$ cat src/rtl/conv_sched_pkg.sv
// Shared definitions for the convolution kernel scheduler.
// Holds the FSM state encoding and the kernel geometry shared with the weight buffer.
package conv_sched_pkg;

  localparam int unsigned STATE_W = 3;
  typedef logic [STATE_W-1:0] state_t;

  localparam state_t ST_IDLE    = 3'd0;
  localparam state_t ST_LOAD    = 3'd1;
  localparam state_t ST_COMPUTE = 3'd2;
  localparam state_t ST_NEXT    = 3'd3;
  localparam state_t ST_DONE    = 3'd4;

  // Kernel edge length; the weight buffer holds KERNEL_SIZE*KERNEL_SIZE weights.
  localparam int unsigned KERNEL_SIZE = 3;

endpackage

$ cat src/rtl/sched_wrap_counter.sv
// Wrapping up-counter used for the pixel and channel loop indices.
// Ports:
//   i_clk, i_rst_n : clock, async active-low reset
//   i_clr          : synchronous clear to 0
//   i_inc          : advance by one, wrapping to 0 after LIMIT-1
//   o_count        : registered count value
//   o_wrap         : combinational, high when an increment wraps the count
module sched_wrap_counter #(
  parameter int unsigned W     = 8,
  parameter int unsigned LIMIT = 4
) (
  input  logic         i_clk,
  input  logic         i_rst_n,
  input  logic         i_clr,
  input  logic         i_inc,
  output logic [W-1:0] o_count,
  output logic         o_wrap
);

  localparam logic [W-1:0] LAST = W'(LIMIT - 1);

  logic [W-1:0] r_count;

  assign o_wrap  = i_inc & (r_count == LAST);
  assign o_count = r_count;

  // Count register; clear has priority over increment.
  always_ff @(posedge i_clk or negedge i_rst_n) begin
    if (!i_rst_n) begin
      r_count <= '0;
    end else if (i_clr) begin
      r_count <= '0;
    end else if (i_inc) begin
      r_count <= o_wrap ? '0 : r_count + W'(1);
    end
  end

endmodule

$ cat src/rtl/conv_kernel_scheduler.sv
// Sequences one convolution layer: loads each 3x3 kernel through the weight
// buffer handshake, then streams OUT_PIXELS pixel-beats to the PE array.
// Input channels form the inner loop, output channels the outer loop.
// Ports:
//   i_clk, i_reset  : clock, async active-low reset
//   i_start         : one-cycle layer start pulse (only honoured in IDLE)
//   i_weight_OK     : current kernel weights valid in the buffer
//   i_pe_ready      : PE array accepts a beat this cycle
//   o_wb_enable     : weight buffer enable (registered)
//   o_wb_change     : advance buffer to next kernel (registered pulse)
//   o_pix_valid     : beat issued this cycle (combinational)
//   o_pix_idx       : current pixel-beat index (registered)
//   o_in_ch_idx     : current input channel (registered)
//   o_out_ch_idx    : current output channel (registered)
//   o_acc_clear     : beat starts a fresh accumulation (combinational)
//   o_acc_last      : beat completes the accumulation (combinational)
//   o_busy          : not idle (registered)
//   o_done          : layer complete pulse (registered)
module conv_kernel_scheduler
  import conv_sched_pkg::*;
#(
  parameter int unsigned NUM_IN_CH  = 3,
  parameter int unsigned NUM_OUT_CH = 8,
  parameter int unsigned OUT_PIXELS = 1024,
  parameter int unsigned CH_W       = 8,
  parameter int unsigned PIX_W      = 16
) (
  input  logic             i_clk,
  input  logic             i_reset,
  input  logic             i_start,
  input  logic             i_weight_OK,
  input  logic             i_pe_ready,
  output logic             o_wb_enable,
  output logic             o_wb_change,
  output logic             o_pix_valid,
  output logic [PIX_W-1:0] o_pix_idx,
  output logic [CH_W-1:0]  o_in_ch_idx,
  output logic [CH_W-1:0]  o_out_ch_idx,
  output logic             o_acc_clear,
  output logic             o_acc_last,
  output logic             o_busy,
  output logic             o_done
);

  localparam logic [CH_W-1:0] IN_LAST = CH_W'(NUM_IN_CH - 1);

  state_t r_state;
  state_t w_next_state;

  logic w_pix_valid;
  logic w_cnt_clr;
  logic w_pix_wrap;
  logic w_in_wrap;
  logic w_out_wrap;
  logic w_next_cyc;

  logic w_wb_enable_d;
  logic w_wb_change_d;
  logic w_busy_d;
  logic w_done_d;

  logic r_wb_enable;
  logic r_wb_change;
  logic r_busy;
  logic r_done;

  assign w_pix_valid = (r_state == ST_COMPUTE) & i_weight_OK & i_pe_ready;
  assign w_next_cyc  = (r_state == ST_NEXT);
  assign w_cnt_clr   = ((r_state == ST_IDLE) & i_start) | (r_state == ST_DONE);

  // Loop counters: pixel beats, then input channel, then output channel.
  sched_wrap_counter #(.W(PIX_W), .LIMIT(OUT_PIXELS)) u_pix_cnt (
    .i_clk   (i_clk),
    .i_rst_n (i_reset),
    .i_clr   (w_cnt_clr),
    .i_inc   (w_pix_valid),
    .o_count (o_pix_idx),
    .o_wrap  (w_pix_wrap)
  );

  sched_wrap_counter #(.W(CH_W), .LIMIT(NUM_IN_CH)) u_in_cnt (
    .i_clk   (i_clk),
    .i_rst_n (i_reset),
    .i_clr   (w_cnt_clr),
    .i_inc   (w_next_cyc),
    .o_count (o_in_ch_idx),
    .o_wrap  (w_in_wrap)
  );

  // Wraps only in NEXT after the very last kernel, so it marks layer end.
  sched_wrap_counter #(.W(CH_W), .LIMIT(NUM_OUT_CH)) u_out_cnt (
    .i_clk   (i_clk),
    .i_rst_n (i_reset),
    .i_clr   (w_cnt_clr),
    .i_inc   (w_in_wrap),
    .o_count (o_out_ch_idx),
    .o_wrap  (w_out_wrap)
  );

  // State register.
  always_ff @(posedge i_clk or negedge i_reset) begin
    if (!i_reset) begin
      r_state <= ST_IDLE;
    end else begin
      r_state <= w_next_state;
    end
  end

  // Next-state logic.
  always_comb begin
    w_next_state = r_state;
    case (r_state)
      ST_IDLE:    if (i_start) w_next_state = ST_LOAD;
      ST_LOAD:    if (i_weight_OK) w_next_state = ST_COMPUTE;
      ST_COMPUTE: if (w_pix_wrap) w_next_state = ST_NEXT;
      ST_NEXT:    w_next_state = w_out_wrap ? ST_DONE : ST_LOAD;
      ST_DONE:    w_next_state = ST_IDLE;
      default:    w_next_state = ST_IDLE;
    endcase
  end

  // Output decode; registered outputs are decoded from the next state so
  // they line up with the state they describe.
  always_comb begin
    w_wb_enable_d = 1'b0;
    w_wb_change_d = 1'b0;
    w_busy_d      = 1'b0;
    w_done_d      = 1'b0;
    case (w_next_state)
      ST_LOAD, ST_COMPUTE: begin
        w_wb_enable_d = 1'b1;
        w_busy_d      = 1'b1;
      end
      ST_NEXT: begin
        w_wb_enable_d = 1'b1;
        w_wb_change_d = 1'b1;
        w_busy_d      = 1'b1;
      end
      ST_DONE: begin
        w_busy_d = 1'b1;
        w_done_d = 1'b1;
      end
      default: ;
    endcase
  end

  // Output register.
  always_ff @(posedge i_clk or negedge i_reset) begin
    if (!i_reset) begin
      r_wb_enable <= 1'b0;
      r_wb_change <= 1'b0;
      r_busy      <= 1'b0;
      r_done      <= 1'b0;
    end else begin
      r_wb_enable <= w_wb_enable_d;
      r_wb_change <= w_wb_change_d;
      r_busy      <= w_busy_d;
      r_done      <= w_done_d;
    end
  end

  assign o_wb_enable = r_wb_enable;
  assign o_wb_change = r_wb_change;
  assign o_busy      = r_busy;
  assign o_done      = r_done;
  assign o_pix_valid = w_pix_valid;
  assign o_acc_clear = w_pix_valid & (o_in_ch_idx == '0);
  assign o_acc_last  = w_pix_valid & (o_in_ch_idx == IN_LAST);

endmodule

$ cat config.mk
export PLATFORM = sky130hd
export DESIGN_NAME = conv_kernel_scheduler
export DESIGN_NICKNAME = d
export VERILOG_FILES = /design/src/rtl/conv_sched_pkg.sv /design/src/rtl/sched_wrap_counter.sv /design/src/rtl/conv_kernel_scheduler.sv
export SDC_FILE = /design/constraint.sdc
export NUM_CORES = 1
export LEC_CHECK = 0
export BUFFER_PORTS_ARGS = -buffer_cell sky130_fd_sc_hd__buf_2
export CORE_MARGIN = 2
export CORE_UTILIZATION = 47
export CTS_CLUSTER_SIZE = 28
export DETAILED_ROUTE_END_ITERATION = 7
export PLACE_DENSITY = 0.68
export SKIP_CTS_REPAIR_TIMING = 1
export SLEW_MARGIN = 20
export SYNTH_ARGS = -nofsm -noshare
export SYNTH_HDL_FRONTEND = slang
export SYNTH_SLANG_ARGS = --single-unit
$ cat constraint.sdc
create_clock -name i_clk -period 2.25 [get_ports i_clk]
set_input_delay 0.225 -clock i_clk [delete_from_list [all_inputs] [get_ports i_clk]]
set_output_delay 0.225 -clock i_clk [all_outputs]
set_load 0.01 [all_outputs]
After elaboration in Yosys (flattened, before gate mapping)
Index checks and enable logic that the tools add are counted.
{"block": "classes", "n_bitwise": 9, "n_addsub": 3, "reduce_logical": 7, "mux": 18, "n_eq_ne": 11}
{"op": "16-bit two-way mux", "count": 3}
{"op": "8-bit two-way mux", "count": 6}
{"op": "16-bit by 1-bit adder with 16-bit output, second input constant", "count": 1}
{"op": "8-bit by 1-bit adder with 8-bit output, second input constant", "count": 2}
{"op": "16-bit by 10-bit == test with 1-bit output, second input constant", "count": 1}
{"op": "3-bit by 2-bit == test with 1-bit output, second input constant", "count": 4}
{"op": "3-bit two-way mux", "count": 4}
{"op": "3-bit one-hot mux with 4 select lines", "count": 1}
{"op": "1-bit AND", "count": 8}
{"op": "8-bit by 2-bit == test with 1-bit output, second input constant", "count": 1}
{"op": "8-bit by 3-bit == test with 1-bit output, second input constant", "count": 1}
{"op": "8-bit zero test", "count": 1}
{"op": "3-bit by 1-bit == test with 1-bit output, second input constant", "count": 2}
{"op": "3-bit == test, second input constant", "count": 2}
{"op": "2-bit nonzero test", "count": 3}
{"op": "1-bit two-way mux", "count": 4}
{"op": "4-bit OR reduction", "count": 1}
{"op": "3-bit zero test", "count": 1}
{"op": "3-bit OR reduction", "count": 1}
{"op": "1-bit bitwise OR", "count": 1}
{"block": "totals", "out_inout_bits": 39, "register_bits": 39, "wordCells": 56, "input_bits": 5}

Longest topological paths before layout
Gate-level depths: netlist of the first run.
{"block": "depth", "ltp_word": 9, "depth_mapped": 8, "ltp_nobuf": 7}

Hierarchy
Synthesis of the first run repeated with hierarchy kept, for this count alone.
{"block": "hier_totals", "cells_unflattened": 224, "hier_area_um2": 2167.1}
{"module": "sched_wrap_counter (u_pix_cnt)", "cells_each": 90, "seq_area_each_um2": 400.4, "n_inst": 1, "area_per_inst_um2": 872.1}
{"module": "sched_wrap_counter (u_out_cnt)", "cells_each": 50, "seq_area_each_um2": 200.2, "n_inst": 1, "area_per_inst_um2": 467.9}
{"module": "sched_wrap_counter (u_in_cnt)", "cells_each": 48, "seq_area_each_um2": 200.2, "n_inst": 1, "area_per_inst_um2": 436.7}
{"module": "conv_kernel_scheduler", "cells_each": 36, "seq_area_each_um2": 175.2, "n_inst": 1, "area_per_inst_um2": 390.4}

Worst setup path after synthesis of the first run
No wires, ideal clock.
{"block": "synth_timing", "path_type": "register -> register", "start": "register u_pix_cnt.r_count[12] (netlist: u_pix_cnt.o_count[12])", "end": "register u_pix_cnt.r_count[5] (netlist: u_pix_cnt.o_count[5])", "path_buffers": 1, "slack_ps": 601, "required_ps": 2128, "path_stages_with_launch": 6, "arrival_time_ps": 1527, "setup_time_ps": 122, "period_less_slack_ps": 1649, "cell_sequence": "dfrtp_1 > or4_1 > nor2_1 > a31o_2 > buf_4 > o2bb2ai_1"}
{"block": "synth_via", "elab_chain_cells": 5}
{"element": "start, declared", "line": "sched_wrap_counter.sv:22", "text": "logic [W-1:0] r_count;"}
{"element": "start signal, assigned", "line": "sched_wrap_counter.sv:34", "text": "r_count <= o_wrap ? '0 : r_count + W'(1);"}
{"element": "16-bit by 10-bit == test with 1-bit output", "line": "sched_wrap_counter.sv:24", "text": "assign o_wrap = i_inc & (r_count == LAST);"}
{"element": "1-bit AND", "line": "sched_wrap_counter.sv:24"}
{"element": "16-bit two-way mux", "line": "sched_wrap_counter.sv:34"}
{"element": "16-bit two-way mux", "line": "sched_wrap_counter.sv:33", "text": "end else if (i_inc) begin"}
{"element": "16-bit two-way mux", "line": "sched_wrap_counter.sv:31", "text": "end else if (i_clr) begin"}
Every way passes these cells. The select of a mux whose other input is x is not followed.
A chain may end at the register's enable or synchronous reset.

Final worst setup path of the first run
{"block": "layout_timing", "start": "register r_state[0]", "end": "output port o_acc_clear"}
{"block": "layout_via", "elab_chain_cells": 4}
{"element": "start, declared", "line": "conv_kernel_scheduler.sv:47", "text": "state_t r_state;"}
{"element": "start signal, assigned", "line": "conv_kernel_scheduler.sv:105", "text": "r_state <= w_next_state;"}
{"element": "3-bit by 2-bit == test with 1-bit output", "line": "conv_kernel_scheduler.sv:67", "text": "assign w_pix_valid = (r_state == ST_COMPUTE) & i_weight_OK & i_pe_ready;"}
{"element": "1-bit AND (2 in series)", "line": "conv_kernel_scheduler.sv:67"}
{"element": "1-bit AND", "line": "conv_kernel_scheduler.sv:167", "text": "assign o_acc_clear = w_pix_valid & (o_in_ch_idx == '0);"}
{"element": "end, declared", "line": "conv_kernel_scheduler.sv:39", "text": "output logic o_acc_clear,"}
Every way passes these cells.

==> results.md, run 1 <==
* Status: finished clean
* Iter 0 DRT Violations at 80
* Worst EP required at roughly 2.0 ns
* Root buffer cell: clkbuf_8
* Initial DRT Pass Iterations at 4
* Detail Placement HPWL at around 3300 um
* CP delay by family, top: simple AND/OR/NAND/NOR gates
* Area of the core at 0.00441 sq mm
* N_diodes at 0
* Final Critical Period at slightly above 2 ns
* Layout Skew at 0.00289 ns
* GRT Util Overall at 18.6%
* Highest clock rate at 485 MHz
* Area grow syn2layout at 15.4%
* I/O pins at between 40 and 50
* Largest net degree at the start of global routing at 40
* Routed Wire Length at approximately 4600 um
* Clk Latency, worst-skew pair at between 0.2 and 0.3 ns
* Worst Path Max Fanout at 8
* Post-synth net total at ~230
* Die area at around 0.0052 sq mm
* Fin. Hold Viols at 0
* Synth Flop Type: dfrtp_1
* Overflow after GRT at 0
* I/O Buffers at 43
* Placed cell area at 0.00245 sq mm
* Die width at just over 70 um
* Share of layout cells above drive strength 1 at between 20% and 30%
* Fin area at between 0.002 and 0.003 sq mm
* CP max-delay cell: dfrtp_1
* Global-route wire length before repair at roughly 7500 um
* Fillcell total at slightly above 400
* Crit path arrival time at ~1.8 ns
* Yosys warns at 0
* CP peak stage delay at 0.46 ns
* Crit path capture type: output port
* Startpoint Class: flop
* Util after Layout at 57.4%
* CTS tree: done
* CTS Buf Count at 5
* Via-per-instance ratio at around 5.4
* Die height at 72.4 um
* Clock transition at the registers of the reported paths at around 0.07 ns
* RSZ-0062 raised after global routing: no
* Total number of vias at about 1.7k
* ANT nets after route at 0
* Mapped Cells at 221
* Clock tree sinks at 39
* Area of the multi-input gates at between 0.001 and 0.0015 sq mm
* Mapped Area at 0.00220 sq mm
* Synth Area per Inst at around 9.9 sq um
* Leakage at ~1.2 nW
* Count of non-filler cells in the finished layout at roughly 320
* Post-synth EDFFs at 0
* Max rail drop VDD at slightly below 0.6 mV
* Rows at 24
* Post-Route Setup TNS at 0 ns
* Initial antenna violation count at 0
* Sequential cell area at 976 sq um
* Clk buf depth at 2
* CP bufs+invs at 3
* Max-slew violations at 0
* Sequential-to-total area share from yosys stat at 44.4%
* Mean routed wirelength per cell at 14.4 um
* PwrDens at 600 mW/mm^2
* Starting density of the core at between 40% and 50%
* Actual slew at the worst max-slew pin at roughly 0.85 ns
* CP Class: flop to output port
* # setup viols final at 0
* Dpl cells at roughly 310
* Fin crit share at 91.6%
* Final #Nets at roughly 280
* Flops & latches, synth at 39
* Max cap viols at 0
* DRC at 0
* Worst min path class: input pin to asynchronous set/reset pin
* H-tree depth at 2
* Slew margin rel. at 43.1%
* Vias in the first global route at between 1.5k and 2k
* Async SR Flop Fraction at 100%
* Crit path cell chain: buf_4 -> nor2_1 -> o21ai_4 -> nand2_4 -> inv_4 -> and4_1 -> buf_2
* Distinct cells, synth at 51
* Gp weighted congestion at between 0.7 and 0.8
## cells in the final DEF, fill, tap and decap left out, types with 2 or more instances in the layout
cell type  synthesis  final
xor2_1            12     12
nand4_1           10     10
dfrtp_1           39     39
nor3_1             7      7
a21oi_2            2      2
and4_1             2      2
or3_1              2      2
buf_4              2      3
clkbuf_8           0      5
a31oi_1            2      2
nand3_1           14     14
xnor2_1            7      7
nand2_1           15     15
and3_1             5      5
inv_1              5      5
buf_2              1     43
and2_1             3      3
o21ai_0            3      3
o21ai_1            2      2
clkbuf_1           0      2
or4_1              2      2
nand2b_1           2      2
nand3b_1           5      5
nor2_1            36     36
ha_1               5      5
a21oi_1            7      7
o21bai_4           2      2
nand2_4            2      2
a31o_2             2      2
## routing by layer
metal  vias to the layer above  GRT usage (%)  part of all wire (%)
li1                        878              -                     -
met1                       823           27.4                    50
met2                        35           27.1                    44
met3                         5           5.00                   4.5
met4                         0           4.94                   1.2
met5                         -              0                     0
## final timing paths
check / startpoint / to / slack (ns) / depth (start not counted)
max: r_state[0] / o_acc_clear / 0.19 / 7
min: i_reset / u_pix_cnt.o_count[15] / 0.04 / 1
max reg2reg: u_pix_cnt.o_count[12] / u_pix_cnt.o_count[5] / 0.34 / 5
min reg2reg: u_in_cnt.o_count[7] / u_in_cnt.o_count[7] / 0.51 / 1
max in group asynchronous: i_reset / u_in_cnt.o_count[0] / 1.68 / 1
min in group i_clk: i_weight_OK / r_state[1] / 0.23 / 3
## power breakdown
part	switching (mW)	internal [mW]	total [mW]
Sequential	0.0768	0.751	0.828
Clock	0.238	0.217	0.455
Combinational	0.133	0.105	0.238
Total	0.447	1.07	1.52
## sequential cells by signal, summed over array words and instances, names as in the netlist
| register | cells |
|---|---|
| r_state | 3 |
| u_pix_cnt.o_count | 16 |
| u_out_cnt.o_count | 8 |
| o_busy | 1 |
| u_in_cnt.o_count | 8 |
| o_done | 1 |
| o_wb_enable | 1 |
| o_wb_change | 1 |
## worst register-to-register path: stages (launching register included)
cell,delay [ns]
dfrtp_1,0.44
or4_1,0.55
nor2_1,0.24
a31o_2,0.36
o21ai_1,0.09
o2bb2ai_1,0.12
## metrics by stage
| stage | power, mW | hold WS [ns] | setup WS [ns] |
|---|---|---|---|
| final | 1.52 | 0.0405 | 0.190 |
| after global routing | 1.60 | 0.113 | 0.122 |
| after CTS | 1.54 | 0.0770 | 0.0890 |
| after detailed placement | 1.08 | 0.399 | 0.343 |
| after global placement | 1.08 | 0.392 | 0.330 |
| after floorplan | 0.967 | -0.0706 | 0.601 |
## kinds of logic after synthesis
group / after synthesis / share of synthesized area (%)
xor+xnor: 19 / 7.57
compound gates: 32 / 12.9
flops: 39 / 44.4
fa+ha+maj: 5 / 2.85
simple gates: 112 / 28.1
mux: 2 / 0.968
buf+inv: 12 / 3.25
## cell usage after synthesis, types with 3 or more instances
cell type | n | area share, %
dfrtp_1 | 39 | 44
xor2_1 | 12 | 4.8
xnor2_1 | 7 | 2.8
nand2_1 | 15 | 2.6
and2_1 | 3 | 0.85
and3_1 | 5 | 1.4
nor2_1 | 36 | 6.2
inv_1 | 5 | 0.85
nand4_1 | 10 | 2.8
nor3_1 | 7 | 1.6
a21oi_1 | 7 | 1.6
nand3_1 | 14 | 3.2
nand3b_1 | 5 | 1.7
ha_1 | 5 | 2.8
o21ai_0 | 3 | 0.68
## layout make-up
class	count	area share, %
Clock inverter	1	0.197
Inverter	6	0.987
Clock buffer	7	3.01
Tap cell	52	2.57
Timing Repair Buffer	46	9.38
Sequential cell	39	38.5
Multi-Input combinational cell	170	45.4
(Power assumes the default switching activity.)
==> run 2: changes to the inputs <==
clock period = 2.15 ns   (was 2.25 ns; I/O delays follow)
==> run 2 against run 1 <==
First-iteration DRC count is 60% higher. Sequential cell count stayed put. Clock-buffer cell count is 1 lower. Combinational power is 5% higher. Routed wire length is 4.2% higher. Worst hold slack worse by 0.0049 ns. Global-route usage is 1.4 points higher. Die area stayed put. Power is 7.0% higher. Via count is 1.2% higher. Sequential power is 5.0% higher. Final area is 0.54% higher.
==> results.md, run 2 (same netlist as run 1, synthesis figures left out) <==
* Layout Skew at 0.00975 ns
* Util after Layout at ~58%
* Total number of vias at between 1.5k and 2k
* Tot Pwr at roughly 1.6 mW
* Crit path capture type: output port
* CP max-delay cell: dfrtp_1
* Max rail drop VDD at 0.413 mV
* DRC at 0
* Max-slew violations at 0
* Reg2Reg Setup Slack at ~0.2 ns
* I/O pins at 44
* Gp weighted congestion at 0.839
* Routed Wire Length at about 4800 um
* GRT Util Overall at about a fifth
* WHS at approximately 0.036 ns
* Fin area at roughly 0.0025 sq mm
* Worst reg2reg path depth at 5
* Die height at slightly above 70 um
* Final WS setup at 0.103 ns
* Placed cell area at 0.00245 sq mm
* Leakage at approximately 1.2 nW
* DP Worst Slack at between 0.2 and 0.25 ns
* Clk buf depth at 2
* Highest clock rate at slightly below 500 MHz
* Iter 0 DRT Violations at between 100 and 150
* Commonest non-fill, non-tap cell in the layout: buf_2
* N_diodes at 0
* Detail Placement HPWL at 3390 um
* Clk Latency, worst-skew pair at roughly 0.3 ns
* Final #Nets at between 200 and 300
* Mean routed wirelength per cell at about 15 um
* Initial DRT Pass Iterations at 4
* Slew margin rel. at between 40% and 50%
* H-tree depth at 2
* Area grow syn2layout at 16.0%
* Global-route wire length before repair at between 8000 and 9000 um
* CTS Buf Count at 5
* PwrDens at 639 mW/mm^2
* Die width at 72.4 um
* Crit path arrival time at 1.83 ns
* I/O Buffers at 43
* Worst EP required at slightly below 2 ns
* Most frequent cells in the layout: buf_2, dfrtp_1, nor2_1, nand2_1, nand3_1
* Crit path depth at 6
* Fin. Hold Viols at 0
* Overflow after GRT at 0
* Clock transition at the registers of the reported paths at 0.08 ns
* CP peak stage delay at roughly 0.5 ns
* Largest register FFs at 16
* Area of the core at approximately 0.0044 sq mm
* Root buffer cell: clkbuf_8
* # setup viols final at 0
* Dpl cells at 313
* Via-per-instance ratio at about 5.5
* Vias in the first global route at around 1.7k
* Final Critical Period at 2.05 ns
* Status: finished clean
* Initial antenna violation count at 0
* Worst Path Max Fanout at 9
* Die area at between 0.005 and 0.006 sq mm
* CP delay by family, top: simple AND/OR/NAND/NOR gates
* Worst R2R Start: r_state[2]
* ANT nets after route at 0
* Share of layout cells above drive strength 1 at 26.8%
* Rows at 24
* R2R Path End: u_out_cnt.o_count[7]
* Crit path cell chain: nand4b_4 -> a21oi_4 -> nand2_4 -> inv_4 -> and4_1 -> buf_2
* Clock tree sinks at 39
* Fin crit share at between 90% and 100%
* Max cap viols at 0
* Largest net degree at the start of global routing at 40
* Count of non-filler cells in the finished layout at approximately 320
* RSZ-0062 raised after global routing: no
* CTS tree: done
* CP bufs+invs at 2
* Starting density of the core at between 40 and 50%
* Worst min path class: input pin to asynchronous set/reset pin
* Actual slew at the worst max-slew pin at ~0.86 ns
* Startpoint Class: flop
* Post-Route Setup TNS at 0 ns
* CP Class: flop to output port
-- run 2: worst max path at each step --
stage / slack [ns] / start / end
floorplan: 0.50 / u_pix_cnt.o_count[12] / u_pix_cnt.o_count[5]
global placement: 0.23 / u_pix_cnt.o_count[12] / u_pix_cnt.o_count[5]
detailed placement: 0.20 / r_state[2] / u_out_cnt.o_count[7]
CTS: -0.006 / r_state[2] / o_acc_clear
global route: 0.004 / u_in_cnt.o_count[2] / u_out_cnt.o_count[4]
finish: 0.10 / r_state[2] / o_acc_clear
-- run 2: layout make-up --
| type | count | area, sq um |
|---|---|---|
| flip-flops and latches | 39 | 976 |
| fillers | 398 | 1870 |
| repair buffers | 47 | 245 |
| clock inverters | 1 | 5.00 |
| clock buffers | 6 | 82.6 |
| inverters | 6 | 25.0 |
| multi-input cells | 170 | 1150 |
| well taps | 52 | 65.1 |
-- run 2: layer usage --
metal	part of all wire, %	global-route usage [%]	up-vias	routed length (um)
li1	-	-	879	-
met1	50	28.3	840	2410
met2	44	29.6	35	2100
met3	4.1	4.72	8	198
met4	2.0	8.23	0	95
met5	0	0	-	0
-- run 2: where the power goes --
group / internal (mW) / switching (mW) / leakage [nW]
logic: 0.111 / 0.140 / 0.682
registers: 0.786 / 0.0833 / 0.503
clock network: 0.252 / 0.256 / 0.0470
-- run 2: worst reg2reg max path: cells and delay by family (launching register included) --
family | cells | cell delay (ns)
XOR/XNOR | 1 | 0.14
AND/OR/NAND/NOR | 3 | 0.84
flip-flops | 1 | 0.50
AO/OA/AOI/OAI | 1 | 0.35
